===== src/rtl/ps2_pkg.sv =====
`default_nettype none
// ============================================================================
// Module      : ps2_pkg
// Description : Shared PS/2 types, default timings and command/scancode bytes.
// Revision    : 1.0 - initial release
// ============================================================================
package ps2_pkg;

    typedef enum logic [2:0] {
        IDLE      = 3'd0,
        INHIBIT   = 3'd1,
        REQ       = 3'd2,
        SHIFT     = 3'd3,
        ACK       = 3'd4,
        WAIT_IDLE = 3'd5
    } ps2_tx_st_t;

    // Defaults assume a 25 MHz clock.
    localparam int unsigned c_INHIBIT_CYC_DEF = 2500;
    localparam int unsigned c_REQ_CYC_DEF     = 125;
    localparam int unsigned c_TIMEOUT_CYC_DEF = 375000;

    localparam logic [7:0] c_CMD_SET_LED = 8'hED;
    localparam logic [7:0] c_CMD_RESET   = 8'hFF;
    localparam logic [7:0] c_SC_BREAK    = 8'hF0;
    localparam logic [7:0] c_RSP_ACK     = 8'hFA;

    function automatic logic odd_parity(input logic [7:0] data);
        return ~^data;
    endfunction

endpackage
`default_nettype wire


===== src/rtl/ps2_sync_edge.sv =====
`default_nettype none
// ============================================================================
// Module      : ps2_sync_edge
// Description : 2-flop synchronizer for a PS/2 pad plus falling-edge detect.
// Revision    : 1.0 - initial release
// ============================================================================
module ps2_sync_edge (
    input  logic clk,
    input  logic rst,
    input  logic i_pad,
    output logic o_level,
    output logic o_fell
);

    logic r_meta;
    logic r_sync;
    logic r_prev;

    // Reset to the idle-high line level so no edge is reported out of reset.
    always_ff @(posedge clk) begin
        if (rst) begin
            r_meta <= 1'b1;
            r_sync <= 1'b1;
            r_prev <= 1'b1;
        end else begin
            r_meta <= i_pad;
            r_sync <= r_meta;
            r_prev <= r_sync;
        end
    end

    assign o_level = r_sync;
    assign o_fell  = r_prev & ~r_sync;

endmodule
`default_nettype wire


===== src/rtl/ps2_host_tx.sv =====
`default_nettype none
// ============================================================================
// Module      : ps2_host_tx
// Description : Host-to-device PS/2 command transmitter with ack/timeout check.
// Revision    : 1.0 - initial release
// ============================================================================
module ps2_host_tx
    import ps2_pkg::*;
#(
    parameter int unsigned INHIBIT_CYC = c_INHIBIT_CYC_DEF,
    parameter int unsigned REQ_CYC     = c_REQ_CYC_DEF,
    parameter int unsigned TIMEOUT_CYC = c_TIMEOUT_CYC_DEF
) (
    input  logic       clk,
    input  logic       reset,
    input  logic [7:0] tx_data,
    input  logic       tx_valid,
    output logic       tx_ready,
    input  logic       ps2_clk_i,
    input  logic       ps2_data_i,
    output logic       ps2_clk_oe,
    output logic       ps2_data_oe,
    output logic       busy,
    output logic       done,
    output logic       err_ack,
    output logic       err_timeout
);

    localparam int c_CNT_W = $clog2(INHIBIT_CYC + REQ_CYC + TIMEOUT_CYC + 1);
    localparam logic [c_CNT_W-1:0] c_INH_LAST = c_CNT_W'(INHIBIT_CYC - 1);
    localparam logic [c_CNT_W-1:0] c_REQ_LAST = c_CNT_W'(REQ_CYC - 1);
    localparam logic [c_CNT_W-1:0] c_TO_LIMIT = c_CNT_W'(TIMEOUT_CYC);

    ps2_tx_st_t         r_state;
    ps2_tx_st_t         w_state_nxt;
    logic [c_CNT_W-1:0] r_cnt;
    logic [8:0]         r_shift;
    logic               r_cur;
    logic [3:0]         r_bitcnt;
    logic               r_err_ack;
    logic               r_err_timeout;
    logic               w_clk_lvl;
    logic               w_clk_fe;
    logic               w_data_lvl;
    logic               w_unused_data_fe;
    logic               w_accept;
    logic               w_timeout_hit;
    logic               w_in_xfer;

    ps2_sync_edge u_clk_sync (
        .clk     (clk),
        .rst     (reset),
        .i_pad   (ps2_clk_i),
        .o_level (w_clk_lvl),
        .o_fell  (w_clk_fe)
    );

    ps2_sync_edge u_data_sync (
        .clk     (clk),
        .rst     (reset),
        .i_pad   (ps2_data_i),
        .o_level (w_data_lvl),
        .o_fell  (w_unused_data_fe)
    );

    assign w_in_xfer = (r_state == SHIFT) || (r_state == ACK);

    always_ff @(posedge clk) begin
        if (reset) r_state <= IDLE;
        else       r_state <= w_state_nxt;
    end

    always_comb begin
        w_state_nxt   = r_state;
        tx_ready      = 1'b0;
        busy          = 1'b1;
        ps2_clk_oe    = 1'b0;
        ps2_data_oe   = 1'b0;
        done          = 1'b0;
        w_accept      = 1'b0;
        w_timeout_hit = 1'b0;
        case (r_state)
            IDLE: begin
                tx_ready = 1'b1;
                busy     = 1'b0;
                if (tx_valid) begin
                    w_accept    = 1'b1;
                    w_state_nxt = INHIBIT;
                end
            end
            INHIBIT: begin
                ps2_clk_oe = 1'b1;
                if (r_cnt == c_INH_LAST) w_state_nxt = REQ;
            end
            REQ: begin
                ps2_clk_oe  = 1'b1;
                ps2_data_oe = 1'b1;
                if (r_cnt == c_REQ_LAST) w_state_nxt = SHIFT;
            end
            SHIFT: begin
                ps2_data_oe = ~r_cur;
                if (w_clk_fe && (r_bitcnt == 4'd9)) w_state_nxt = ACK;
            end
            ACK: begin
                if (w_clk_fe) w_state_nxt = WAIT_IDLE;
            end
            WAIT_IDLE: begin
                if (w_clk_lvl && w_data_lvl) begin
                    done        = 1'b1;
                    w_state_nxt = IDLE;
                end
            end
            default: w_state_nxt = IDLE;
        endcase
        // A stalled device clock ends the transfer at once, lines released.
        if (w_in_xfer && (r_cnt == c_TO_LIMIT)) begin
            w_timeout_hit = 1'b1;
            ps2_data_oe   = 1'b0;
            done          = 1'b1;
            w_state_nxt   = IDLE;
        end
    end

    always_ff @(posedge clk) begin
        if (reset) begin
            r_cnt         <= '0;
            r_shift       <= '0;
            r_cur         <= 1'b0;
            r_bitcnt      <= '0;
            r_err_ack     <= 1'b0;
            r_err_timeout <= 1'b0;
        end else begin
            if (w_state_nxt != r_state)
                r_cnt <= '0;
            else if (w_in_xfer && w_clk_fe)
                r_cnt <= '0;
            else if (r_state != IDLE && r_state != WAIT_IDLE)
                r_cnt <= r_cnt + c_CNT_W'(1);

            if (w_accept) begin
                r_shift       <= {odd_parity(tx_data), tx_data};
                r_cur         <= 1'b0;
                r_bitcnt      <= '0;
                r_err_ack     <= 1'b0;
                r_err_timeout <= 1'b0;
            end

            // Data bits then parity are presented one per device falling edge.
            if ((r_state == SHIFT) && w_clk_fe && (r_bitcnt != 4'd9)) begin
                r_cur    <= r_shift[0];
                r_shift  <= {1'b1, r_shift[8:1]};
                r_bitcnt <= r_bitcnt + 4'd1;
            end

            if ((r_state == ACK) && w_clk_fe && !w_timeout_hit)
                r_err_ack <= w_data_lvl;

            if (w_timeout_hit) begin
                r_err_timeout <= 1'b1;
                r_err_ack     <= 1'b0;
            end
        end
    end

    assign err_ack     = r_err_ack;
    assign err_timeout = r_err_timeout | w_timeout_hit;

endmodule
`default_nettype wire


===== config.mk =====
export PLATFORM = sky130hd
export DESIGN_NAME = ps2_host_tx
export DESIGN_NICKNAME = d
export VERILOG_FILES = /design/src/rtl/ps2_pkg.sv /design/src/rtl/ps2_sync_edge.sv /design/src/rtl/ps2_host_tx.sv
export SDC_FILE = /design/constraint.sdc
export NUM_CORES = 1
export LEC_CHECK = 0
export ABC_CLOCK_PERIOD_IN_PS = 1700
export CAP_MARGIN = 20
export CORE_ASPECT_RATIO = 1.4
export CORE_MARGIN = 8
export CORE_UTILIZATION = 45
export CTS_CLUSTER_SIZE = 40
export DETAILED_ROUTE_END_ITERATION = 7
export GPL_TIMING_DRIVEN = 0
export MAX_ROUTING_LAYER = met4
export PLACE_DENSITY = 0.71
export SLEW_MARGIN = 20
export SYNTH_ARGS = -nofsm -noshare
export SYNTH_HDL_FRONTEND = slang
export SYNTH_HIERARCHICAL = 1
export SYNTH_SLANG_ARGS = --single-unit

===== constraint.sdc =====
create_clock -name clk -period 1.7 [get_ports clk]
set_clock_uncertainty 0.05 [all_clocks]
set_input_delay 0.34 -clock clk [delete_from_list [all_inputs] [get_ports clk]]
set_output_delay 0.34 -clock clk [all_outputs]
set_load 0.01 [all_outputs]

==> results of run 1 <==
[per-layer routing]
metal	vias up	wire length (µm)	track usage, %
met5	-	0	-
met1	1171	2790	16.3
li1	1136	-	-
met3	34	285	3.58
met4	0	410	8.45
met2	79	3940	30.9
[worst paths after layout]
check             cells after the start            endpoint         startpoint  slack (ps)
setup / recovery                      8         err_timeout           r_cnt[0]        -380
hold / removal                        1  u_clk_sync/o_level  u_clk_sync/r_meta         360
setup reg to reg                     10           r_cnt[11]           r_cnt[0]        -370
hold reg to reg                       1  u_clk_sync/o_level  u_clk_sync/r_meta         360
[sequential cells by signal, indices dropped and copies added, names as in the netlist, 3 cells and up]
| signal | cells |
|---|---|
| r_bitcnt | 4 |
| r_cnt | 19 |
| r_shift | 9 |
| r_state | 3 |
[cell usage in the layout, fill, tap and decap left out, drive strengths merged, types with 2 or more instances in the layout]
cell            n
buf            60
dfxtp          43
nand2          34
a21oi          20
nor4           17
xnor2          15
nor2           15
clkdlybuf4s50  13
xor2           13
nand3          12
nor3            9
clkbuf          9
a22oi           8
or2             7
nand4           6
inv             6
nand2b          5
and3            5
o21ai           5
and4            4
ha              4
nand3b          2
nor4b           2
o211a           2
a211oi          2
o2111ai         2
nor3b           2
a31oi           2
nor2b           2
clkinv          2
[timing repair]
action / CTS / global route
buffers inserted: 22 / 24
resized for setup: 64 / 65
cloned: 0 / 1
setup endpoints to repair: 37 / 40
pin swaps: 8 / 14
[per-stage QoR]
step	util [%]	setup TNS (ps)	instance area [µm²]	total power [mW]	hold WS [ps]
3_5_place_dp	53.1	-14940	2740	1.33	344
5_1_grt	70.6	-8360	3640	2.36	389
3_3_place_gp	53.1	-14150	2740	1.33	337
2_1_floorplan	-	-56.7	2470	1.24	335
4_1_cts	60.0	-6120	3090	2.18	362
6_report	70.6	-7110	3640	2.26	358
[cell type report]
type	count	area share, %
clock buffers	5	1.89
repair buffers	65	16.3
multi-input cells	211	49.0
flip-flops and latches	43	24.3
clock inverters	3	1.20
inverters	7	0.962
well taps	66	2.27
plain buffers	12	4.12
[power by group through the flow]
stage	Clock, mW	Combinational, mW	Sequential [mW]
after floorplan	0	0.172	1.07
after global placement	0	0.254	1.07
after detailed placement	0	0.258	1.07
after CTS	0.829	0.303	1.05
after global routing	0.893	0.416	1.05
final	0.828	0.387	1.05
==> reports/metrics.yaml, run 1 <==
power_and_ir_drop:
  seq_power_share_pct: 46.3
  p_switching_mw: 0.598
  p_int_mw: 1.66
  swShare_pct: 26.4
  p_per_area_nw_per_um2: 621
  power_frac_clock_pct: 36.6
  power.leakage_nw: 1.33
  ir_worst_vdd_mv: 0.495
  comb_power_share_pct: 17.1
worst_setup_path:
  cp.arrival_ps: 1690
  startpoint_type: "register"
  crit_type: "reg2out"
  slowest_stage: "dfxtp_4"
  path_cells: "inv_4, ha_4, nand4b_1, nor2_2, nand4_4, buf_6, nand2b_1, buf_2"
  path_max_fanout: 5
  cp_num_buf_inv: 3
  crit_path_max_incr_delay_ps: 360
  worst_setup_path_end_kind: "output pin"
  worst_path_dominant_cell_family: "simple AND/OR/NAND/NOR gates"
  cp.required_ps: 1310
detailed_routing:
  drc_errors: 0
  viasPerCell: 5.87
  drtAntennaViolNets: 0
  wl_per_cell_um: 18.0
  dr.pass1.iters: 4
  wl_mm: 7.43
  initialDrtViolationCount: 188
  vias: 2420
clocking:
  cts-hold-fix-buffers: 0
  clock-sinks: 43
  clk_pin_slew_ps: 100
  cts_buffers: 5
  clockBufferDepth: 2
  root_buffer: "clkbuf_8"
  clkLatencyLatePin_ps: 310
  htree_levels: 2
  tritoncts: "done"
synthesis:
  synthesis.nets: 293
  synth_area_um2: 2410
  synth_warnings: 6
  synth.avg_cell_area_um2: 8.74
  syn_inst: 276
sta:
  min_period_ps: 2080
  timing.final.ws_setup_ps: -382
  setup-violations-final: 26
  maxClockFrequency_mhz: 480
  final_hold_viol_count: 0
  rsz0062_at_grt: "true"
  fin_crit_sh_pct: 122
  slew-limit-headroom_pct: 71.7
  worstMarginPinSlew_ps: 420
  final_max_slew_viol_count: 0
place:
  gp_congestion: 0.864
  io_buffers: 19
  dp.cells: 361
  pre_cts_slack_ps: -538
  dp_hpwl_mm: 4.19
die:
  start_util_pct: 46.7
  rows: 31
  ioPinCount: 20
  die-area_um2: 7990
  die_x_um: 77.9
  core_um2: 5160
  die_h_um: 103
finish:
  fill_cells: 354
  regArea_um2: 886
  area_delta_synth_final_pct: 51.0
  final_layout_size_suffix_gt1_share_pct: 41.3
  diodes: 0
  multi_input_area_um2: 1780
  finalNonFillerCells: 412
  fin_nets: 362
grt:
  grt_max_degree: 15
  grt_pass1_wl_mm: 10.5
  antenna_found_initial: 0
  grt_pass1_vias: 2300
  grt_overflow_total: 0
  grt_usage_pct: 16.8
status:
  violations: "setup timing"
  outcome: "finished with violations"
flow_run:
  drv_cap: 0
min_path:
  hold_path_class: "reg2reg"
Note: power is estimated with default switching activity, not from simulation.
==> run 2, diff against run 1 <==
- CTS_CLUSTER_DIAMETER: not set -> 150
==> results of run 2 <==
Same layout as run 1: the final DEF is identical, and so are final timing and power.
